### src/rtl/pipeline_hazard_ctrl.sv
// Hazard controller for a 5-stage pipeline: memory-wait freeze, load-use bubble,
// branch flush of IF/ID, memory-timeout error and a saturating stall counter.
module pipeline_hazard_ctrl #(
    parameter int MEM_TIMEOUT = 64,
    parameter int CNT_W       = 16
) (
    input  logic             clk_i,
    input  logic             rst_n_i,
    input  logic [4:0]       ifid_rs_i,
    input  logic [4:0]       ifid_rt_i,
    input  logic             idex_memRead_i,
    input  logic [4:0]       idex_rt_i,
    input  logic             branch_taken_i,
    input  logic             exmem_memAccess_i,
    input  logic             dmem_ready_i,
    output logic             pc_write_o,
    output logic             ifid_write_o,
    output logic             ifid_flush_o,
    output logic             idex_write_o,
    output logic             idex_flush_o,
    output logic             exmem_write_o,
    output logic             memwb_bubble_o,
    output logic             dmem_req_o,
    output logic             err_o,
    output logic [CNT_W-1:0] stall_cnt_o
);

    localparam int WAIT_W = $clog2(MEM_TIMEOUT + 1);
    localparam logic [WAIT_W-1:0] WAIT_LAST = WAIT_W'(MEM_TIMEOUT - 1);
    localparam logic [CNT_W-1:0]  CNT_MAX   = '1;

    typedef enum logic [1:0] {
        RUN      = 2'd0,
        MEM_WAIT = 2'd1,
        ERR      = 2'd2
    } state_t;

    state_t            state, state_nxt;
    logic [WAIT_W-1:0] wait_cnt, wait_nxt;
    logic              err_set;
    logic              load_use;
    logic              hazard_en;

    assign load_use = idex_memRead_i && (idex_rt_i != 5'd0) &&
                      ((idex_rt_i == ifid_rs_i) || (idex_rt_i == ifid_rt_i));

    always_ff @(posedge clk_i) begin
        if (!rst_n_i) begin
            state       <= RUN;
            wait_cnt    <= '0;
            err_o       <= 1'b0;
            stall_cnt_o <= '0;
        end else begin
            state    <= state_nxt;
            wait_cnt <= wait_nxt;
            if (err_set)
                err_o <= 1'b1;
            if (!pc_write_o && stall_cnt_o != CNT_MAX)
                stall_cnt_o <= stall_cnt_o + 1'b1;
        end
    end

    always_comb begin
        state_nxt      = state;
        wait_nxt       = wait_cnt;
        err_set        = 1'b0;
        hazard_en      = 1'b0;
        pc_write_o     = 1'b1;
        ifid_write_o   = 1'b1;
        ifid_flush_o   = 1'b0;
        idex_write_o   = 1'b1;
        idex_flush_o   = 1'b0;
        exmem_write_o  = 1'b1;
        memwb_bubble_o = 1'b0;
        dmem_req_o     = 1'b0;

        if (!rst_n_i) begin
            pc_write_o     = 1'b0;
            ifid_write_o   = 1'b0;
            idex_write_o   = 1'b0;
            exmem_write_o  = 1'b0;
            ifid_flush_o   = 1'b1;
            idex_flush_o   = 1'b1;
            memwb_bubble_o = 1'b1;
        end else begin
            case (state)
                RUN: begin
                    dmem_req_o = exmem_memAccess_i;
                    if (exmem_memAccess_i && !dmem_ready_i) begin
                        state_nxt = MEM_WAIT;
                        wait_nxt  = WAIT_W'(1);
                    end else begin
                        hazard_en = 1'b1;
                    end
                end
                MEM_WAIT: begin
                    dmem_req_o = 1'b1;
                    if (dmem_ready_i) begin
                        state_nxt = RUN;
                        wait_nxt  = '0;
                        hazard_en = 1'b1;
                    end else if (wait_cnt == WAIT_LAST) begin
                        state_nxt = ERR;
                        err_set   = 1'b1;
                    end else begin
                        wait_nxt = wait_cnt + 1'b1;
                    end
                end
                default: state_nxt = ERR;
            endcase

            // Anything not cleared to run the hazard logic is a full freeze.
            if (!hazard_en) begin
                pc_write_o     = 1'b0;
                ifid_write_o   = 1'b0;
                idex_write_o   = 1'b0;
                exmem_write_o  = 1'b0;
                memwb_bubble_o = 1'b1;
            end else if (load_use) begin
                // A branch seen together with a load-use is dropped; ID re-resolves it.
                pc_write_o   = 1'b0;
                ifid_write_o = 1'b0;
                idex_flush_o = 1'b1;
            end else if (branch_taken_i) begin
                ifid_flush_o = 1'b1;
            end
        end
    end

endmodule

### config.mk
export PLATFORM = sky130hd
export DESIGN_NAME = pipeline_hazard_ctrl
export DESIGN_NICKNAME = d
export VERILOG_FILES = /design/src/rtl/pipeline_hazard_ctrl.sv
export SDC_FILE = /design/constraint.sdc
export NUM_CORES = 1
export LEC_CHECK = 0
export ABC_AREA = 1
export CELL_PAD_IN_SITES_DETAIL_PLACEMENT = 0
export CELL_PAD_IN_SITES_GLOBAL_PLACEMENT = 1
export CORE_MARGIN = 2
export CORE_UTILIZATION = 36
export CTS_CLUSTER_DIAMETER = 50
export DETAILED_ROUTE_END_ITERATION = 8
export PLACE_DENSITY = 0.86
export SETUP_SLACK_MARGIN = 0.02
export SYNTH_ARGS = -nofsm -noshare
export SYNTH_HDL_FRONTEND = slang
export SYNTH_SLANG_ARGS = --single-unit
### constraint.sdc
create_clock -name clk_i -period 3.9 [get_ports clk_i]
set_input_delay 0.585 -clock clk_i [delete_from_list [all_inputs] [get_ports clk_i]]
set_output_delay 0.585 -clock clk_i [all_outputs]
set_load 0.03 [all_outputs]
==> impl_metrics.tcl, run 1 <==
set metrics [dict create \
    power_switching_w 0.000165 \
    vias_per_cell 4.70 \
    distinct_cell_type_count_after_synthesis 30 \
    diodes 0 \
    synth-seq-area-share 0.303 \
    die_h_um 73.1 \
    cts_htree_levels 1 \
    io_pins 46 \
    cts.repair.resized 0 \
    powerDensity_nw_per_um2 274 \
    post-layout-total-power_w 0.000624 \
    grt_use_met1 0.221 \
    setup_viol_count_final 0 \
    rsz0062_at_grt "no" \
    report.final.slew_viol_count 0 \
    wire_per_inst_um 11.3 \
    synthCells 263 \
    initialDrtViolationCount 54 \
    synth.net_count 286 \
    ys_seq_elements 26 \
    maxClockFrequency_ghz 0.326 \
    final_layout_size_suffix_gt1_frac 0.0945 \
    floorplan.die_area_sq_um 5350 \
    crit_path_end_kind "primary output" \
    worst_setup_hold_path_clk_slew_ps 100 \
    netSwitchingFraction 0.264 \
    numCtsBuffers 3 \
    top_ff_cell_synth "sky130_fd_sc_hd__dfxtp_1" \
    cellLeakagePower_nw 0.867 \
    grt_use_met2 0.269 \
    firstDrtPassIters 4 \
    detailedPlace.worstSlack_ps 805 \
    crit_path_max_fanout 4 \
    floorplan.initialDensity 0.369 \
    async_flop_share 0 \
    fp-row-count 25 \
    cts-hold-fix-buffers 0 \
    yosysTopAreaCellShare 0.303 \
    path_type_of_the_worst_setup_path "input port to primary output" \
    comb_power_share 0.187 \
    worst-r2r-setup-slack_ps 1920 \
    remaining_drc_errors 0 \
    fin_setup_tns_ps 0 \
    hp-class "flip-flop to flip-flop" \
    min_period_ps 3060 \
    wl_um 4080 \
    grt_max_degree 19 \
    synth_top_area_cell "sky130_fd_sc_hd__dfxtp_1" \
    grt_first_pass_wirelength_um 6990 \
    worst_setup_endpoint "idex_flush_o" \
    grt-busiest-layer "met2" \
    via_count 1697 \
    internal-power_w 0.000459 \
    r2r-end "stall_cnt_o[15]" \
    global_route.usage.total 0.163 \
    flow.area_growth_from_synthesis_pct 32.2 \
    antenna_found_initial 0 \
    crit_required_ps 3310 \
    grt-ovfl-total 0 \
    syn-mean-instance-area_sq_um 6.54 \
    cts.path.max_buffers 2 \
    cell_at_the_root_of_the_clock_tree "sky130_fd_sc_hd__clkbuf_8" \
    number_of_global_route_vias_before_repair 1607 \
    synth_edf_count 0 \
    finalHoldWorstSlack_ps 473 \
    yosys-top-cells-area "sky130_fd_sc_hd__dfxtp_1 30%, sky130_fd_sc_hd__nand2_1 15%, sky130_fd_sc_hd__nand3_1 8.1%, sky130_fd_sc_hd__inv_1 7.0%, sky130_fd_sc_hd__nor2_1 5.9%" \
    p_clk_frac 0.368 \
    fillerInstances 464 \
    met3_usage_grt 0.0207 \
    r2r_cells 9 \
    cts.sink_count 26 \
    slew_headroom 0.548 \
    worstMarginPinSlew_ps 673 \
    critPathLaunchType "input port" \
    core_region_area_sq_um 4660 \
    insertion_delay_ps 270 \
    worst_hold_path.num_cells 2 \
    final_net_count 331 \
    tritoncts "yes" \
    synth_warnings 0 \
    floorplan.die.width_um 73.1 \
    outcome "finished, final reports clean" \
    worstPathArrival_ps 2480 \
    place.gp.congestion 0.802 \
    clock_skew_ps 7.40 \
    ant_nets 0 \
    place.detailed.hpwl_um 3140 \
    port_buffers 45 \
    worstReg2RegStart "stall_cnt_o[0]" \
    power.ir.vdd_worst_v 0.000158 \
    finalHoldViolations 0 \
    hold_path.startpoint "err_o" \
    post_cts.repair.setup_buffers 0 \
    synth.cell_area_sq_um 1720 \
    layout_setup_ws_ps 836 \
    critPathLaunch "idex_rt_i[4]" \
    finalCritPeriodShare 0.786 \
    seq_pwr_share 0.445 \
    maxCapViolCount 0 \
]
cells in the mapped netlist (4+ instances only):
master	count
sky130_fd_sc_hd__xor2_1	8
sky130_fd_sc_hd__a21oi_1	14
sky130_fd_sc_hd__a21oi_2	10
sky130_fd_sc_hd__dfxtp_1	26
sky130_fd_sc_hd__o21ai_0	7
sky130_fd_sc_hd__nor3_1	6
sky130_fd_sc_hd__inv_2	4
sky130_fd_sc_hd__nand3_1	28
sky130_fd_sc_hd__nand2_1	67
sky130_fd_sc_hd__inv_1	32
sky130_fd_sc_hd__nor2_1	27
sky130_fd_sc_hd__xnor2_1	8
layout by cell type, fill, tap and decap left out, types with 2 or more instances in the layout:
cell | synthesis | final
sky130_fd_sc_hd__a211oi_1 | 2 | 2
sky130_fd_sc_hd__a21oi_1 | 14 | 14
sky130_fd_sc_hd__a21oi_2 | 10 | 10
sky130_fd_sc_hd__clkbuf_8 | 0 | 3
sky130_fd_sc_hd__clkdlybuf4s50_1 | 0 | 45
sky130_fd_sc_hd__dfxtp_1 | 26 | 26
sky130_fd_sc_hd__ha_1 | 2 | 2
sky130_fd_sc_hd__inv_1 | 32 | 32
sky130_fd_sc_hd__inv_2 | 4 | 4
sky130_fd_sc_hd__nand2_1 | 67 | 67
sky130_fd_sc_hd__nand2_2 | 3 | 3
sky130_fd_sc_hd__nand3_1 | 28 | 28
sky130_fd_sc_hd__nand4_1 | 3 | 3
sky130_fd_sc_hd__nor2_1 | 27 | 27
sky130_fd_sc_hd__nor3_1 | 6 | 6
sky130_fd_sc_hd__o21ai_0 | 7 | 7
sky130_fd_sc_hd__xnor2_1 | 8 | 8
sky130_fd_sc_hd__xor2_1 | 8 | 8
state kept, by name, summed over array words and instances (netlist names):
| register | cells |
|---|---|
| stall_cnt_o | 16 |
| err_o | 1 |
| wait_cnt | 7 |
| state | 2 |
per-stage QoR:
step | cell area (sq um) | std cells | util
after floorplan | 1720 | 263 | -
after detailed placement | 2200 | 357 | 0.473
after CTS | 2270 | 361 | 0.488
after global placement | 2200 | 357 | 0.473
after global routing | 2270 | 361 | 0.488
final | 2270 | 361 | 0.488
power by group through the flow:
stage | Combinational [W] | Sequential [W] | Clock (W)
finish | 0.000117 | 0.000278 | 0.000230
global route | 0.000130 | 0.000278 | 0.000244
CTS | 0.000118 | 0.000277 | 0.000232
detailed placement | 0.000118 | 0.000283 | 0
global placement | 0.000118 | 0.000283 | 0
floorplan | 0.0000642 | 0.000287 | 0
worst min path at each step:
stage,slack [ps],to
6_report,470,err_o
5_1_grt,490,err_o
4_1_cts,470,err_o
3_5_place_dp,460,err_o
3_3_place_gp,450,err_o
2_1_floorplan,460,wait_cnt[1]
cells by family after synthesis:
kind of cell / share of synthesized area
xor gates and xnor gates: 0.0815
buffers and inverters: 0.105
DFF: 0.303
and+or+nand+nor: 0.372
AOI/OAI and AO/OA: 0.124
adders and majority gates: 0.0145
worst max-delay path: stages:
cell                              delay (ps)
sky130_fd_sc_hd__clkdlybuf4s50_1         530
sky130_fd_sc_hd__inv_1                    70
sky130_fd_sc_hd__nand2_1                  60
sky130_fd_sc_hd__nand2_1                  50
sky130_fd_sc_hd__nor2_1                  110
sky130_fd_sc_hd__nand3_1                  80
sky130_fd_sc_hd__nand2_1                  60
sky130_fd_sc_hd__nand2_1                  90
sky130_fd_sc_hd__o21ai_0                 160
sky130_fd_sc_hd__clkdlybuf4s50_1         690
final cells by class:
cell class                      count  area (sq um)  area share
Tap cell                           54          67.6      0.0297
Clock buffer                        3          41.3      0.0182
Timing Repair Buffer               46           458       0.201
Clock inverter                      1          30.0      0.0132
Sequential cell                    26           520       0.229
Inverter                           37           139      0.0611
Multi-Input combinational cell    194          1020       0.448
per-layer routing:
metal,vias up,share of wire
met2,21,0.45
met3,2,0.020
met1,750,0.52
met4,0,0.0069
li1,924,-
met5,-,0
Note: power is estimated with default switching activity, not from simulation.
==> inputs of run 2 (changes only) <==
Settings changed: CORE_UTILIZATION 36 to 33, PLACE_DENSITY 0.86 to 0.8.
Clock period 3.9 ns to 3 ns, I/O delays scaled along.
==> run 2 against run 1 <==
Effect of this change:
- via count grew 1.2%
- critical path depth unchanged
- non-clock buffer count rose by 1
- sequential share of layout area decreased by 0.30 points
- global-route usage is 1.5 points lower
- total power rose by 30%
- routed wire length down 0.32%
- design area increased by 1.3%
- largest power group unchanged
==> impl_metrics.tcl, run 2 (same netlist as run 1, synthesis figures left out) <==
set metrics [dict create \
    critPathLaunchType "input port" \
    layout_setup_ws_ps 242 \
    grt_first_pass_wirelength_um 7150 \
    path_type_of_the_worst_setup_path "input port to primary output" \
    floorplan.die.width_um 76.2 \
    maxCapViolCount 0 \
    biggestRegsByFlops "stall_cnt_o x16, wait_cnt x7, state x2" \
    place.gp.congestion 0.794 \
    finalCritPeriodShare 0.919 \
    ant_nets 0 \
    finalHoldViolations 0 \
    floorplan.die_area_sq_um 5810 \
    worstMarginPinSlew_ps 669 \
    fin_setup_tns_ps 0 \
    number_of_global_route_vias_before_repair 1531 \
    remaining_drc_errors 0 \
    core_region_area_sq_um 5070 \
    port_buffers 45 \
    r2r-end "stall_cnt_o[11]" \
    floorplan.initialDensity 0.339 \
    wl_um 4070 \
    power.ir.vdd_worst_v 0.000187 \
    cts_htree_levels 1 \
    grt-ovfl-total 0 \
    flow.area_growth_from_synthesis_pct 34.0 \
    cell_at_the_root_of_the_clock_tree "sky130_fd_sc_hd__clkbuf_8" \
    worst_setup_hold_path_clk_slew_ps 90 \
    layout_commonest_cell "sky130_fd_sc_hd__nand2_1" \
    hold_path.startpoint "err_o" \
    fillerInstances 557 \
    regMostFlops "stall_cnt_o" \
    rsz0062_at_grt "no" \
    largest_register_ffs 16 \
    hp-class "flip-flop to flip-flop" \
    numCtsBuffers 3 \
    worst-r2r-setup-slack_ps 1040 \
    final_layout_size_suffix_gt1_frac 0.0974 \
    internal-power_w 0.000598 \
    cellLeakagePower_nw 0.880 \
    netSwitchingFraction 0.262 \
    hold_critical_path_endpoint "err_o" \
    initialDrtViolationCount 66 \
    powerDensity_nw_per_um2 352 \
    seq_pwr_share 0.445 \
    grt_max_degree 19 \
    fp-row-count 26 \
    cp_max_delay_cell "sky130_fd_sc_hd__clkdlybuf4s50_1" \
    firstDrtPassIters 4 \
    via_count 1717 \
    report.final.slew_viol_count 0 \
    worstPathArrival_ps 2310 \
    diodes 0 \
    io_pins 46 \
    critPathMaxStageDelay_ps 690 \
    comb_power_share 0.190 \
    place.detailed.hpwl_um 3140 \
    crit_path_end_kind "primary output" \
    tritoncts "yes" \
    clock_skew_ps 3.58 \
    setup_viol_count_final 0 \
    maxClockFrequency_ghz 0.363 \
    r2r_cells 9 \
    timing.critical_path.cells "clkdlybuf4s50_1 -> nor2_1 -> nor2_1 -> nor2_1 -> nand3_1 -> nand2_1 -> nand2_1 -> nand2_1 -> o21ai_0 -> clkdlybuf4s50_1" \
    crit_path_max_fanout 4 \
    final_net_count 332 \
    finish.cell_count_without_fillers 378 \
    wire_per_inst_um 10.8 \
    cts.sink_count 26 \
    insertion_delay_ps 280 \
    outcome "finished, final reports clean" \
    most-common-layout-cells "67 x sky130_fd_sc_hd__nand2_1, 44 x sky130_fd_sc_hd__clkdlybuf4s50_1, 32 x sky130_fd_sc_hd__inv_1" \
    die_h_um 76.2 \
    power_switching_w 0.000212 \
    slew_headroom 0.551 \
    antenna_found_initial 0 \
    p_clk_frac 0.365 \
    cts.path.max_buffers 2 \
    detailedPlace.worstSlack_ps 174 \
    crit_required_ps 2550 \
    post-place-cells 374 \
    vias_per_cell 4.54 \
    global_route.usage.total 0.148 \
    worst_hold_path.num_cells 2 \
    min_period_ps 2760 \
    worstReg2RegStart "stall_cnt_o[0]" \
]
run 2: how the worst max path moves through the flow:
stage                      start      endpoint  slack [ps]  cells past startpoint
6_report            idex_rt_i[0]  ifid_flush_o         240                     10
5_1_grt             idex_rt_i[2]  ifid_flush_o          40                      9
4_1_cts             idex_rt_i[4]  idex_flush_o         170                     10
3_5_place_dp        idex_rt_i[4]  idex_flush_o         170                     10
3_3_place_gp        idex_rt_i[4]  idex_flush_o         180                     10
2_1_floorplan  exmem_memAccess_i    pc_write_o         540                      7
run 2: cell type report:
| class | count | area, sq um | share of cell area |
|---|---|---|---|
| inverter | 37 | 139 | 0.0603 |
| clock inverter | 1 | 30.0 | 0.0130 |
| multi-input combinational | 194 | 1020 | 0.442 |
| clock buffer | 3 | 41.3 | 0.0179 |
| sequential | 26 | 520 | 0.226 |
| tap | 70 | 87.6 | 0.0380 |
| timing repair buffer | 47 | 468 | 0.203 |
run 2: worst max-delay path, delay by kind of cell:
| family | cells | cell delay (ps) |
|---|---|---|
| compound gates | 1 | 140 |
| simple gates | 7 | 490 |
| buf+inv | 2 | 1210 |
run 2: metrics by stage:
step,power (W),cell area [sq um],hold slack (ps),util
floorplan,0.000457,1720,456,-
global route,0.000848,2300,489,0.454
global placement,0.000523,2230,438,0.440
detailed placement,0.000523,2230,447,0.440
finish,0.000810,2300,456,0.454
CTS,0.000822,2300,461,0.454
run 2: power by group through the flow:
stage                     clock network, W   logic, W  registers [W]
final                             0.000296   0.000154       0.000360
after global routing              0.000316   0.000171       0.000362
after CTS                         0.000306   0.000156       0.000360
after detailed placement                 0   0.000155       0.000368
after global placement                   0   0.000155       0.000368
after floorplan                          0  0.0000834       0.000373
run 2: timing repair:
action	in CTS	in global routing
resized for setup	0	1
hold buffers	0	0
setup buffers	0	0
endpoints found under the setup margin	0	1
run 2: layer usage:
layer / global-route usage / routed length, um
met1: 0.196 / 2050
met2: 0.242 / 1840
met4: 0.0491 / 60
met3: 0.0284 / 114
met5: 0 / 0
==> edit (flow settings as in run 2) <==
Make the reset (`rst_n_i`) asynchronous in one clocked block.
--- a/src/rtl/pipeline_hazard_ctrl.sv
+++ b/src/rtl/pipeline_hazard_ctrl.sv
@@ -44,7 +44,7 @@
     assign load_use = idex_memRead_i && (idex_rt_i != 5'd0) &&
                       ((idex_rt_i == ifid_rs_i) || (idex_rt_i == ifid_rt_i));
 
-    always_ff @(posedge clk_i) begin
+    always_ff @(posedge clk_i or negedge rst_n_i) begin
         if (!rst_n_i) begin
             state       <= RUN;
             wait_cnt    <= '0;
Formal check against the unedited RTL: differs if rst_n_i is asserted again (counterexample within 4 cycles, from zero or initial values and one cycle with rst_n_i low); with rst_n_i held inactive, the same outputs for 10 cycles.
==> edit against run 2 <==
  * Worst hold slack better by 0.018 ns
  * Setup slack worse by 0.033 ns
  * Critical path type unchanged
  * Sequential cell count is the same
  * Count of clock-buffer cells in the layout unchanged
  * Largest cell class unchanged
  * Area after synthesis rose by 5.3%
  * Routed wire length grew 11%
  * Final area grew 3.0%
Power is not compared: it rests on default switching activity, and its combinational part moved more than twofold at a synthesized area within 25%.
==> edit: results (changes against run 2) <==
| Metric | Value |
|---|---|
| First-pass GRT wire length | 7940 um (+11%) |
| Final Util | 45.6% (+0.21 points) |
| Status | finished clean |
| Primary flip-flop cell chosen by synthesis mapping | dfrtp_1 |
| Vias in the first global route | 1,713 (+12%) |
| Hold-critical path endpoint | err_o$_DFFE_PN0P_ |
| Xor-xnor portion of the synthesized cell area | 8.22% (+0.073 points) |
| Non-filler instance count after layout | 382 (+1.1%) |
| Synthesized-area fraction occupied by adder cells | 1.38% (-0.073 points) |
| Reg2Reg Capture Point | stall_cnt_o[10]$_DFFE_PN0P_ |
| Worst R2R Start | stall_cnt_o[0]$_DFFE_PN0P_ |
| Count of unique library cells instantiated by Yosys | 27 (-10%) |
| Synth Area in Compound Gates | 5.87% (-6.5 points) |
| All-layer global routing usage | 16.1% (+1.3 points) |
| Via-per-instance ratio | 4.64 (+2.1%) |
| Detailed Place HPWL | 3420 um (+9.1%) |
| Post-synth top cells | nand2_1, inv_1, nand3_1, dfrtp_1, nor2_1 |
| Synthesized instance count | 265 (+0.76%) |
| Cell types occupying the most area after synthesis | dfrtp_1, nand2_1, nand3_1 |
| First-iteration detailed-routing DRC count | 109 (+65%) |
| Worst Setup Slack post-DPL | 0.128 ns (-0.0466 ns) |
| Worst-case setup margin in the final layout | 0.209 ns (-0.0334 ns) |
| Per-cell routed wire length | 11.8 um (+9.7%) |
| Part of the Yosys area used for sequential elements | 35.9% (+5.7 points) |
| Pin count of the biggest net entering global routing | 28 (+9) |
==> edit: metal layers <==
metal,global-route usage (%),up-vias,part of all wire (%)
met5,0,-,0
met4,5.26,0,1.6
met3,1.95,5,4.1
met2,26.0,36,44
met1,22.3,811,50
li1,-,920,-
==> edit: worst reg2reg max path, delay by kind of cell (launching register included) <==
kind | cells | cell delay (ns)
adders and majority gates | 1 | 0.26
DFF | 1 | 0.46
and+or+nand+nor | 8 | 1.06
==> edit: layout make-up <==
| type | count | share of cell area, % |
|---|---|---|
| well taps | 70 | 3.69 |
| multi-input cells | 201 | 42.1 |
| repair buffers | 49 | 19.8 |
| flip-flops and latches | 26 | 27.4 |
| clock buffers | 3 | 1.74 |
| inverters | 33 | 5.22 |
==> edit: kinds of logic (layout without fill, tap and decap cells) <==
family / count (synthesis) / after routing
adders and majority gates: 2 / 2
buffers and inverters: 38 / 85
AOI/OAI and AO/OA: 17 / 17
and+or+nand+nor: 165 / 165
DFF: 26 / 26
xor gates and xnor gates: 17 / 17
